[src/rtl/branch_update_unit_pkg.sv]
// Shared definitions for the BTB update path: geometry defaults, 2-bit counter
// encodings and the update FSM states.
package branch_update_unit_pkg;
   localparam int         BPU_IDX_BITS = 4;
   localparam int         BPU_STAT_W   = 16;

   typedef enum logic [1:0] {
      SNT = 2'b00,
      WNT = 2'b01,
      WT  = 2'b10,
      ST  = 2'b11
   } cnt_e;

   localparam logic [1:0] BPU_CNT_INIT = WNT;

   typedef enum logic [1:0] {
      IDLE   = 2'b00,
      UPD    = 2'b01,
      SQUASH = 2'b10
   } state_e;
endpackage

[src/rtl/branch_update_unit_sat_counter2.sv]
// Next-value logic for one 2-bit saturating branch counter.
// Allocation (BTB miss) seeds the counter; a hit steps it toward the resolved outcome.
module sat_counter2
   import branch_update_unit_pkg::*;
#(
   parameter logic [1:0] CNT_INIT = BPU_CNT_INIT
) (
   input  logic [1:0] cnt_i,
   input  logic       hit_i,
   input  logic       taken_i,
   output logic [1:0] cnt_o
);

   always_comb begin
      cnt_o = cnt_i;
      if (!hit_i) begin
         cnt_o = taken_i ? WT : CNT_INIT;
      end else if (taken_i) begin
         cnt_o = (cnt_i == ST) ? ST : cnt_i + 2'd1;
      end else begin
         cnt_o = (cnt_i == SNT) ? SNT : cnt_i - 2'd1;
      end
   end

endmodule

[src/rtl/branch_update_unit.sv]
// Decode-side BTB writer: resolves beq against the fetch prediction, updates counters,
// drives the branch_table write port and a one-cycle flush/redirect on mispredict.
module branch_update_unit
   import branch_update_unit_pkg::*;
#(
   parameter int         IDX_BITS = BPU_IDX_BITS,
   parameter logic [1:0] CNT_INIT = BPU_CNT_INIT,
   parameter int         STAT_W   = BPU_STAT_W
) (
   input  logic              clk,
   input  logic              rst,
   input  logic              stall,
   input  logic              id_valid,
   input  logic              id_is_beq,
   input  logic              id_taken,
   input  logic [31:0]       id_target,
   input  logic [31:0]       id_pc4,
   input  logic              id_hit,
   input  logic              id_pred,
   input  logic [31:0]       id_pred_dest,
   output logic              WRt,
   output logic              WRp,
   output logic              Pin,
   output logic [31:0]       BdestIN,
   output logic [31:0]       PC4d,
   output logic              flush,
   output logic [31:0]       redirect_pc,
   output logic [STAT_W-1:0] n_branch,
   output logic [STAT_W-1:0] n_mispred
);

   localparam int NLINES = 1 << IDX_BITS;

   state_e              state_q, state_d;
   logic [31:0]         pc4_q, target_q, pdest_q;
   logic                taken_q, hit_q, pred_q;
   logic [1:0]          cnt_q [NLINES];
   logic [31:0]         bdest_hold_q, pc4d_hold_q, redir_hold_q;
   logic [STAT_W-1:0]   n_branch_q, n_mispred_q;

   logic                in_upd, upd_ok, pred_taken, tgt_diff, mispred, accept;
   logic [IDX_BITS-1:0] idx;
   logic [1:0]          new_cnt;
   logic [31:0]         redir;

   assign in_upd     = (state_q == UPD);
   assign upd_ok     = in_upd & ~rst;
   assign idx        = pc4_q[IDX_BITS+1:2];
   assign pred_taken = hit_q & pred_q;
   assign tgt_diff   = (pdest_q != target_q);
   assign mispred    = (pred_taken != taken_q) | (pred_taken & taken_q & tgt_diff);
   assign redir      = taken_q ? target_q : pc4_q;

   // The instruction sitting in ID while a mispredicting branch writes is wrong-path.
   assign accept = id_valid & id_is_beq & ~stall & (state_q != SQUASH)
                 & ~(in_upd & mispred);

   // Counters are flops written at the end of UPD, so a back-to-back update of the
   // same line reads the freshly written value without a separate bypass mux.
   sat_counter2 #(.CNT_INIT(CNT_INIT)) u_cnt (
      .cnt_i   (cnt_q[idx]),
      .hit_i   (hit_q),
      .taken_i (taken_q),
      .cnt_o   (new_cnt)
   );

   always_comb begin
      state_d = state_q;
      case (state_q)
         IDLE:    if (accept) state_d = UPD;
         UPD: begin
            if (mispred)     state_d = SQUASH;
            else if (accept) state_d = UPD;
            else             state_d = IDLE;
         end
         SQUASH:  state_d = IDLE;
         default: state_d = IDLE;
      endcase
   end

   always_comb begin
      WRp         = upd_ok;
      WRt         = upd_ok & (~hit_q | (taken_q & tgt_diff));
      Pin         = upd_ok & new_cnt[1];
      flush       = upd_ok & mispred;
      BdestIN     = bdest_hold_q;
      PC4d        = pc4d_hold_q;
      redirect_pc = redir_hold_q;
      if (rst) begin
         BdestIN     = '0;
         PC4d        = '0;
         redirect_pc = '0;
      end else if (in_upd) begin
         BdestIN     = target_q;
         PC4d        = pc4_q;
         redirect_pc = redir;
      end
   end

   assign n_branch  = n_branch_q;
   assign n_mispred = n_mispred_q;

   always_ff @(posedge clk) begin
      if (rst) begin
         state_q      <= IDLE;
         pc4_q        <= '0;
         target_q     <= '0;
         pdest_q      <= '0;
         taken_q      <= 1'b0;
         hit_q        <= 1'b0;
         pred_q       <= 1'b0;
         bdest_hold_q <= '0;
         pc4d_hold_q  <= '0;
         redir_hold_q <= '0;
         n_branch_q   <= '0;
         n_mispred_q  <= '0;
         for (int i = 0; i < NLINES; i++) cnt_q[i] <= CNT_INIT;
      end else begin
         state_q <= state_d;
         if (accept) begin
            pc4_q    <= id_pc4;
            target_q <= id_target;
            pdest_q  <= id_pred_dest;
            taken_q  <= id_taken;
            hit_q    <= id_hit;
            pred_q   <= id_pred;
         end
         if (in_upd) begin
            cnt_q[idx]   <= new_cnt;
            bdest_hold_q <= target_q;
            pc4d_hold_q  <= pc4_q;
            redir_hold_q <= redir;
            n_branch_q   <= n_branch_q + 1'b1;
            n_mispred_q  <= n_mispred_q + STAT_W'(mispred);
         end
      end
   end

endmodule
[config.mk]
export PLATFORM = sky130hd
export DESIGN_NAME = branch_update_unit
export DESIGN_NICKNAME = d
export VERILOG_FILES = /design/src/rtl/branch_update_unit_pkg.sv /design/src/rtl/branch_update_unit_sat_counter2.sv /design/src/rtl/branch_update_unit.sv
export SDC_FILE = /design/constraint.sdc
export NUM_CORES = 1
export LEC_CHECK = 0
export ABC_CLOCK_PERIOD_IN_PS = 3400
export CAP_MARGIN = 20
export CELL_PAD_IN_SITES_DETAIL_PLACEMENT = 1
export CELL_PAD_IN_SITES_GLOBAL_PLACEMENT = 1
export CORE_ASPECT_RATIO = 0.9
export CORE_MARGIN = 2
export CORE_UTILIZATION = 39
export CTS_BUF_LIST = sky130_fd_sc_hd__clkbuf_16
export DETAILED_ROUTE_END_ITERATION = 8
export PLACE_DENSITY_LB_ADDON = 0.1
export SLEW_MARGIN = 30
export SYNTH_ARGS = -nofsm -noshare
export SYNTH_HDL_FRONTEND = slang
export SYNTH_SLANG_ARGS = --single-unit
[constraint.sdc]
create_clock -name clk -period 3.4 [get_ports clk]
set_clock_uncertainty 0.1 [all_clocks]
set_input_delay 0.85 -clock clk [delete_from_list [all_inputs] [get_ports clk]]
set_output_delay 0.85 -clock clk [all_outputs]
set_load 0.02 [all_outputs]
==> results_dict.tcl, run 1 <==
set metrics [dict create \
    ys_seq_area_frac 0.487 \
    yosys_warnings 0 \
    cts-buffers-inserted 29 \
    grt_pass1_vias 9668 \
    cts-hold-fix-buffers 0 \
    worstHoldStart "bdest_hold_q[21]" \
    initialDrtViolationCount 368 \
    initial_core_utilization 0.398 \
    die_y_um 167 \
    drtAntennaViolNets 0 \
    setup_viol 0 \
    worst_setup_path_start_kind "register" \
    fillers 3273 \
    critical_path.n_buffers_inverters 1 \
    max-clock-path-buffers 3 \
    syn_inst 1213 \
    min_period_ns 3.38 \
    leakage_nw 5.92 \
    place_congestion 0.801 \
    timing.critical_path.cells "xnor2_1 > nand4_1 > nor4_2 > nand2_2 > a21o_1 > and2_1 > dlygate4sd2_1" \
    ys_ff_latch 265 \
    holdCritPathClass "reg -> reg" \
    run_status "complete, no violations" \
    portion_of_the_clock_cycle_consumed_by_the_worst_path_in_the_final_layout 0.995 \
    num_io_pins 236 \
    row_count 59 \
    dr.pass1.iters 4 \
    report.final.hold_viol_count 0 \
    synth.avg_cell_area_sq_um 9.52 \
    critical-path-max-stage-delay_ns 0.36 \
    core-area_sq_um 29000 \
    synth_enable_flop_cells 32 \
    final_layout_size_suffix_gt1_frac 0.112 \
    rsz_0062_raised_after_global_routing "yes" \
    grt_first_pass_wirelength_um 53900 \
    io_buffer_count 235 \
    critical_path.reg2reg.startpoint "pdest_q[8]" \
    drc 0 \
    grt.total_usage 0.218 \
    worst-setup-path-type "reg -> out" \
    dpl_cell_area_sq_um 14700 \
    worstSkewPairLatency_ns 0.55 \
    tritoncts_sink_count 265 \
    maxCapViolCount 0 \
    syn-cell-area_sq_um 11500 \
    timing.critical_path.arrival_ns 2.43 \
    worst_path_max_fanout 3 \
    chipWidth_um 185 \
    register_clock_pin_slew_on_the_reported_worst_setup_and_hold_paths_ns 0.06 \
    cts_tree "built" \
    htree_levels 1 \
    timing_worst_slew_pin_value_ns 0.515 \
    maximum_number_of_pins_on_one_net_before_global_route_repair 74 \
    slew_headroom 0.655 \
    detail_route.wl_per_cell_um 18.3 \
    synth_ff_type "dfxtp_1" \
    vias 9333 \
    ir_drop_mv 0.353 \
    power.density_cell_area_nw_per_um2 435 \
    ys_async_sr_fraction 0 \
    clock.fmax_mhz 296 \
    critPathSlowestCell "nor4_2" \
    syn2layout_area_growth_pct 35.2 \
    final-max-slew-violation-count 0 \
    final_area_sq_um 15600 \
    critical_path_origin "pdest_q[8]" \
    regToRegSetupSlack_ns 0.57 \
    cp_delay_by_family_top "simple AND/OR/NAND/NOR gates" \
    full_die_area_sq_um 31000 \
    place.detailed.hpwl_um 24100 \
    number_of_nets_at_the_end_of_the_flow 1562 \
    postSynthNetCount 1321 \
    initial_antenna_violation_count 3 \
    grt-ovfl-total 0 \
    routed_via_density 4.98 \
    routed_wire_length_um 34400 \
    synth_cell_types 39 \
    critical_path_required_ns 2.45 \
    fin_setup_tns_ns 0 \
    worstSetupEndpointType "primary output" \
    cts-root-buf "clkbuf_16" \
]
[cells in the mapped netlist, types with 2 or more instances]
cell type	count	share of area
dfxtp_1	233	0.40
nand2b_1	210	0.11
nand2_1	160	0.052
mux2i_1	139	0.12
a21oi_1	74	0.032
nor2_1	66	0.021
clkbuf_1	65	0.021
xnor2_1	35	0.027
a211oi_1	32	0.021
edfxtp_1	32	0.083
nand4_1	20	0.011
xor2_1	20	0.015
nand3_1	18	0.0078
nor3_1	13	0.0056
buf_2	10	0.0043
or2_2	9	0.0049
nor4_1	8	0.0043
and3_1	7	0.0038
or3_1	7	0.0038
buf_1	6	0.0020
mux4_2	6	0.012
o21ai_0	6	0.0026
buf_6	4	0.0039
ha_1	4	0.0043
nand3b_1	4	0.0026
nor2b_1	4	0.0022
and2_1	3	0.0016
inv_1	3	0.00098
nor3b_1	3	0.0020
a21oi_2	2	0.0015
buf_4	2	0.0013
[stage by stage]
stage	utilization	cells	setup WS, ns	hold slack (ns)	power, W
floorplan	-	1213	0.299	0.329	0.00366
CTS	0.533	1868	-0.103	0.360	0.00687
global route	0.538	1871	-0.106	0.380	0.00706
finish	0.538	1874	0.0172	0.356	0.00680
detailed placement	0.505	1815	0.105	0.351	0.00397
global placement	0.505	1815	0.136	0.345	0.00396
[layout by cell type (no fill, tap or decap), types with 3 or more instances in the layout]
cell type          n
dfxtp_1          219
nand2b_1         209
nand2_1          159
mux2i_1          139
clkdlybuf4s50_1  139
a21oi_1           72
nor2_1            66
dlygate4sd2_1     61
buf_4             48
edfxtp_1          32
a211oi_1          31
clkbuf_16         30
xnor2_1           25
nand4_1           20
xor2_1            20
dlymetal6s2s_1    20
nand3_1           18
dfxtp_2           14
buf_12            14
nor3_1            13
xnor2_2           10
inv_1              9
or2_2              9
clkbuf_2           8
or3_1              7
and3_1             7
mux4_2             7
clkinv_1           7
o21ai_0            6
nor4_1             6
a21oi_2            4
nand3b_1           4
ha_1               4
clkinv_2           4
diode_2            3
and2_1             3
nor3b_1            3
nor2b_1            3
inv_2              3
[worst paths after layout]
check | to | cells past startpoint
setup / recovery | flush | 7
hold / removal | bdest_hold_q[21] | 2
setup reg to reg | n_mispred[12] | 13
hold reg to reg | bdest_hold_q[21] | 2
[metal layers]
layer | vias up | track usage | share of wire
met2 | 203 | 0.355 | 0.46
met3 | 53 | 0.0448 | 0.056
met1 | 4499 | 0.296 | 0.46
li1 | 4576 | - | -
met5 | - | 0 | 0.00038
met4 | 2 | 0.0524 | 0.023
[logic make-up (layout without fill, tap and decap cells)]
group	Yosys count	in the layout	share of synthesized area
AND/OR/NAND/NOR	533	533	0.237
flip-flops	265	265	0.487
multiplexers	147	147	0.135
AO/OA/AOI/OAI	118	118	0.0597
buffers and inverters	90	352	0.0336
XOR/XNOR	55	55	0.0417
adder cells (fa/ha/maj)	5	5	0.00520
other	0	3	0
[state kept, by name (all words and copies together) (netlist names), named ones only]
register and count:
pc4d_hold_q 32, n_mispred 16, pdest_q 32, cnt_q 32, pc4_q 32, state_q 2, redir_hold_q 32, pred_q 1
bdest_hold_q 32, target_q 32, taken_q 1, hit_q 1, n_branch 16
[repair_timing]
| action | in CTS | in global routing |
|---|---|---|
| setup endpoints to repair | 94 | 42 |
| resized for setup | 88 | 70 |
| gates cloned | 0 | 1 |
| buffers inserted | 1 | 2 |
| pin swaps | 2 | 4 |
| endpoints found under the hold margin | 0 | 0 |
[tightest hold or removal path: stages (launching register included)]
cell     delay (ns)
dfxtp_1        0.29
nand2_1        0.05
a21oi_1        0.07
[report_power, final]
part / internal, W / total [W] / switching [W]
Sequential: 0.00323 / 0.00328 / 0.0000523
Clock: 0.00161 / 0.00289 / 0.00128
Combinational: 0.000326 / 0.000624 / 0.000299
[cell type report]
class                      count  area [sq um]  share of cell area
multi-input combinational    858          5670               0.363
sequential                   265          5640               0.361
timing repair buffer         297          2940               0.188
clock buffer                  29           726              0.0465
tap                          396           495              0.0317
clock inverter                23           126             0.00809
inverter                       3          11.3            0.000721
antenna                        3          7.51            0.000481
No activity file was read; power rests on OpenSTA's default activity.
==> run 2: changes to the inputs <==
--- a/config.mk
+++ b/config.mk
@@ -5,7 +5,7 @@
 export SDC_FILE = /design/constraint.sdc
 export NUM_CORES = 1
 export LEC_CHECK = 0
-export ABC_CLOCK_PERIOD_IN_PS = 3400
+export ABC_CLOCK_PERIOD_IN_PS = 3800
 export CAP_MARGIN = 20
 export CELL_PAD_IN_SITES_DETAIL_PLACEMENT = 1
 export CELL_PAD_IN_SITES_GLOBAL_PLACEMENT = 1
@@ -13,6 +13,7 @@
 export CORE_MARGIN = 2
 export CORE_UTILIZATION = 39
 export CTS_BUF_LIST = sky130_fd_sc_hd__clkbuf_16
+export CTS_CLUSTER_SIZE = 14
 export DETAILED_ROUTE_END_ITERATION = 8
 export PLACE_DENSITY_LB_ADDON = 0.1
 export SLEW_MARGIN = 30
==> constraint.sdc (replaced) <==
create_clock -name clk -period 3.8 [get_ports clk]
set_clock_uncertainty 0.1 [all_clocks]
set_input_delay 0.95 -clock clk [delete_from_list [all_inputs] [get_ports clk]]
set_output_delay 0.95 -clock clk [all_outputs]
set_load 0.005 [all_outputs]
==> run 2 against run 1 <==
Compared with the run above:
- final cell count fell by 1.1%
- via count decreased by 1.0%
- clock power decreased by 9.7%
- critical path depth did not move
- critical path type unchanged
- largest cell class unchanged
- highest routed layer unchanged
==> results_dict.tcl, run 2 (synthesis results as in run 1) <==
set metrics [dict create \
    layout.cells.most_common_list "clkdlybuf4s50_1, dfxtp_1, nand2b_1" \
    chipWidth_um 185 \
    run_status "complete, no violations" \
    number_of_nets_at_the_end_of_the_flow 1538 \
    final_layout_size_suffix_gt1_frac 0.0922 \
    cts-buffers-inserted 30 \
    cts-root-buf "clkbuf_16" \
    detail_route.wl_per_cell_um 18.2 \
    critPathSlowestCell "clkdlybuf4s50_1" \
    register_clock_pin_slew_on_the_reported_worst_setup_and_hold_paths_ns 0.06 \
    ir_drop_mv 0.342 \
    routed_via_density 4.99 \
    die_y_um 167 \
    leakage_nw 5.10 \
    worst_path_max_fanout 4 \
    dr.pass1.iters 4 \
    vias 9240 \
    timing.critical_path.cells "xnor2_2 > nand4_1 > nor4_4 > nand2_2 > a21o_1 > and2_1 > clkdlybuf4s50_1" \
    worst_setup_path_start_kind "register" \
    setup_viol 0 \
    final-max-slew-violation-count 0 \
    worst_hold_slack_ns 0.355 \
    design_power_total_w 0.00609 \
    timing_worst_slew_pin_value_ns 0.540 \
    htree_levels 1 \
    min_period_ns 3.69 \
    rsz_0062_raised_after_global_routing "yes" \
    stdcell_count 1853 \
    initialDrtViolationCount 359 \
    dp_cells 1791 \
    initial_antenna_violation_count 6 \
    place.detailed.hpwl_um 23800 \
    slew_headroom 0.640 \
    critical_path.n_buffers_inverters 1 \
    fin_setup_tns_ns 0 \
    cp_delay_by_family_top "simple AND/OR/NAND/NOR gates" \
    maxCapViolCount 0 \
    timing.critical_path.arrival_ns 2.64 \
    place_congestion 0.831 \
    worst-setup-path-type "reg -> out" \
    holdCritPathClass "reg -> reg" \
    tritoncts_sink_count 265 \
    maximum_number_of_pins_on_one_net_before_global_route_repair 75 \
    num_io_pins 236 \
    routed_wire_length_um 33800 \
    initial_core_utilization 0.398 \
    dpl_cell_area_sq_um 14400 \
    core-area_sq_um 29000 \
    cts-hold-fix-buffers 0 \
    report.final.hold_viol_count 0 \
    grt_first_pass_wirelength_um 52500 \
    row_count 59 \
    drc 0 \
    portion_of_the_clock_cycle_consumed_by_the_worst_path_in_the_final_layout 0.971 \
    grt.total_usage 0.214 \
    clock.fmax_mhz 271 \
    syn2layout_area_growth_pct 33.9 \
    io_buffer_count 235 \
    drtAntennaViolNets 0 \
    multi_input_area_sq_um 5660 \
    grt_pass1_vias 9418 \
    cts_tree "built" \
    grt-ovfl-total 0 \
    worstSkewPairLatency_ns 0.55 \
    critical-path-max-stage-delay_ns 0.44 \
    critical_path_required_ns 2.75 \
    most_frequent_standard_cell_in_the_layout_excluding_fill_and_tap_cells "clkdlybuf4s50_1" \
    worstSetupEndpointType "primary output" \
    fillers 3225 \
    max-clock-path-buffers 3 \
    power.density_cell_area_nw_per_um2 394 \
    full_die_area_sq_um 31000 \
    layout.area.seq_sq_um 5650 \
    final_area_sq_um 15500 \
]
## run 2: worst register-to-register path, stage by stage, from the launching register on
cell and delay [ns]:
dfxtp_2 0.35, xnor2_2 0.22, nand4_1 0.17, nor4_4 0.33
nand2_2 0.15, a21o_1 0.27, ha_1 0.22, ha_1 0.23
nand4_1 0.23, nor2_1 0.10, nand2_1 0.09, xor2_1 0.15
nor2_1 0.05
## run 2: metrics by stage
step / util / setup WS [ns]
after floorplan: - / 0.683
after global placement: 0.497 / 0.332
after detailed placement: 0.497 / 0.325
after CTS: 0.529 / -0.0175
after global routing: 0.533 / -0.0133
final: 0.533 / 0.110
## run 2: layout make-up
cell class              count  area share
diodes                      4    0.000648
inverters                   3    0.000729
repair buffers            272       0.177
well taps                 396      0.0321
clock buffers              31      0.0502
multi-input cells         858       0.366
clock inverters            24     0.00712
flip-flops and latches    265       0.365
## run 2: worst paths after layout
kind,cells after the start,slack (ns),to,start
setup / recovery,7,0.11,flush,target_q[19]
hold / removal,2,0.36,pc4d_hold_q[25],pc4d_hold_q[25]
setup reg to reg,12,1.02,n_mispred[12],target_q[19]
hold reg to reg,2,0.36,pc4d_hold_q[25],pc4d_hold_q[25]
## run 2: power by group
part / internal [W] / total, W / switching [W]
Sequential: 0.00289 / 0.00295 / 0.0000539
Clock: 0.00146 / 0.00261 / 0.00115
Combinational: 0.000286 / 0.000527 / 0.000241
Total: 0.00464 / 0.00609 / 0.00144
## run 2: what timing repair did
item | in CTS | in global routing
resized for setup | 15 | 22
gates cloned | 1 | 0
endpoints found under the setup margin | 3 | 7
setup buffers | 0 | 2
pin swaps | 0 | 2
## run 2: metal layers
metal  GRT usage  routed length (um)
met4      0.0466                 508
met1       0.290               15600
met2       0.345               15700
met3      0.0528                2000
met5           0                  12
==> run 3: changes to the inputs <==
--- a/config.mk
+++ b/config.mk
@@ -8,10 +8,10 @@
 export ABC_CLOCK_PERIOD_IN_PS = 3800
 export CAP_MARGIN = 20
 export CELL_PAD_IN_SITES_DETAIL_PLACEMENT = 1
-export CELL_PAD_IN_SITES_GLOBAL_PLACEMENT = 1
+export CELL_PAD_IN_SITES_GLOBAL_PLACEMENT = 2
 export CORE_ASPECT_RATIO = 0.9
 export CORE_MARGIN = 2
-export CORE_UTILIZATION = 39
+export CORE_UTILIZATION = 32
 export CTS_BUF_LIST = sky130_fd_sc_hd__clkbuf_16
 export CTS_CLUSTER_SIZE = 14
 export DETAILED_ROUTE_END_ITERATION = 8
==> run 3 against run 2 <==
Compared with the run above:
- critical path depth stayed put
- wire length up 4.5%
- cell area grew 1.7%
- global-route usage is 2.7 points lower
- worst setup slack got worse by 0.032 ns
- total power rose by 2.7%
- fmax is 0.85% lower
- non-clock buffer count rose by 7
==> results_dict.tcl, run 3 (synthesis results as in run 1) <==
set metrics [dict create \
    die_y_um 184 \
    worst-setup-path-type "reg -> out" \
    syn2layout_area_growth_pct 36.1 \
    place.detailed.hpwl_um 25000 \
    worstSkewPairLatency_ns 0.56 \
    ir_drop_mv 0.306 \
    routed_via_density 4.72 \
    grt.total_usage 0.187 \
    run_status "complete, no violations" \
    htree_levels 1 \
    regToRegSetupSlack_ns 0.87 \
    max-clock-path-buffers 3 \
    routed_wire_length_um 35300 \
    timing.critical_path.arrival_ns 2.67 \
    core-area_sq_um 35300 \
    stdcell_count 1934 \
    timing_worst_slew_pin_value_ns 0.403 \
    crit-reg2reg-capture "n_mispred[12]" \
    maxCapViolCount 0 \
    clock.fmax_mhz 269 \
    chipWidth_um 204 \
    switching_share 0.236 \
    fin_setup_tns_ns 0 \
    final-max-slew-violation-count 0 \
    setup_viol 0 \
    grt_first_pass_wirelength_um 55300 \
    initialDrtViolationCount 375 \
    place_congestion 0.772 \
    critical_path.reg2reg.startpoint "target_q[14]" \
    dr.pass1.iters 4 \
    cts-hold-fix-buffers 0 \
    critical_path_required_ns 2.75 \
    power.share.sequential 0.471 \
    design_power_total_w 0.00625 \
    grt_pass1_vias 9498 \
    p_int_w 0.00478 \
    power.density_cell_area_nw_per_um2 398 \
    cts_tree "built" \
    drtAntennaViolNets 0 \
    crit_end "flush" \
    initial_core_utilization 0.327 \
    power.clock.fraction 0.442 \
    portion_of_the_clock_cycle_consumed_by_the_worst_path_in_the_final_layout 0.979 \
    num_io_pins 236 \
    finish.utilization 0.445 \
    worst_setup_path_start_kind "register" \
    vias 9138 \
    row_count 65 \
    report.final.hold_viol_count 0 \
    min_period_ns 3.72 \
    io_buffer_count 235 \
    leakage_nw 5.18 \
    layout.cells.most_common_list "clkdlybuf4s50_1, dfxtp_1, nand2b_1" \
    length_in_cells_of_the_worst_reg_to_reg_path 13 \
    dp_cells 1869 \
    initial_antenna_violation_count 7 \
    cts-root-buf "clkbuf_16" \
    critical_path_origin "target_q[14]" \
    switching_power_w 0.00147 \
    maximum_number_of_pins_on_one_net_before_global_route_repair 54 \
    number_of_nets_at_the_end_of_the_flow 1546 \
    tritoncts_sink_count 265 \
    cts-buffers-inserted 31 \
    holdCritPathClass "reg -> reg" \
    drc 0 \
    pwr-share-comb 0.087 \
    register_clock_pin_slew_on_the_reported_worst_setup_and_hold_paths_ns 0.06 \
    full_die_area_sq_um 37600 \
    worstSetupEndpointType "primary output" \
    detail_route.wl_per_cell_um 18.3 \
    dpl_cell_area_sq_um 14600 \
    rsz_0062_raised_after_global_routing "yes" \
    final_layout_size_suffix_gt1_frac 0.0958 \
    most_frequent_standard_cell_in_the_layout_excluding_fill_and_tap_cells "clkdlybuf4s50_1" \
    worst_path_max_fanout 4 \
    slew_headroom 0.730 \
    grt-ovfl-total 0 \
    final_area_sq_um 15700 \
]
## run 3: worst min path at each step
stage                     start                to  slack [ns]  cells after the start
2_1_floorplan        state_q[1]        state_q[0]        0.33                      1
3_3_place_gp   bdest_hold_q[10]  bdest_hold_q[10]        0.35                      2
3_5_place_dp   bdest_hold_q[10]  bdest_hold_q[10]        0.35                      2
4_1_cts        bdest_hold_q[10]  bdest_hold_q[10]        0.36                      2
5_1_grt        bdest_hold_q[10]  bdest_hold_q[10]        0.38                      2
6_report       bdest_hold_q[10]  bdest_hold_q[10]        0.35                      2
## run 3: power by group through the flow
stage	Combinational (W)	Clock, W	Sequential [W]
6_report	0.000541	0.00276	0.00295
3_3_place_gp	0.000522	0	0.00300
4_1_cts	0.000546	0.00286	0.00295
3_5_place_dp	0.000528	0	0.00301
2_1_floorplan	0.000279	0	0.00298
5_1_grt	0.000591	0.00297	0.00295
## run 3: final cells by class
cell class              instances  area (sq um)
diodes                          4          10.0
clock buffers                  31           776
clock inverters                25           151
fillers                      3947         19600
inverters                       3          11.3
multi-input cells             858          5690
flip-flops and latches        265          5660
well taps                     469           587
repair buffers                279          2840
## run 3: metrics by stage
stage | setup WS [ns] | hold slack (ns)
after floorplan | 0.683 | 0.329
after global placement | 0.230 | 0.346
after detailed placement | 0.241 | 0.350
after CTS | -0.0600 | 0.358
after global routing | -0.0171 | 0.379
final | 0.0786 | 0.354
## run 3: layer usage
metal | GRT usage | routed length [um] | vias to the layer above
met5 | 0 | 41 | -
met4 | 0.0383 | 567 | 6
met3 | 0.0543 | 2280 | 40
met2 | 0.301 | 16200 | 174
met1 | 0.250 | 16300 | 4375
li1 | - | - | 4543
## run 3: critical path, stage by stage, from the launching register on
cell,delay (ns)
dfxtp_4,0.37
xnor2_2,0.18
nand4_1,0.22
nor4_4,0.36
nand2_2,0.14
a21o_1,0.21
and2_1,0.18
clkdlybuf4s50_1,0.45
## run 3: what timing repair did
item,in CTS,in global routing
setup endpoints to repair,16,15
gates resized for setup,18,22
pin swaps,3,6
buffers inserted,2,3
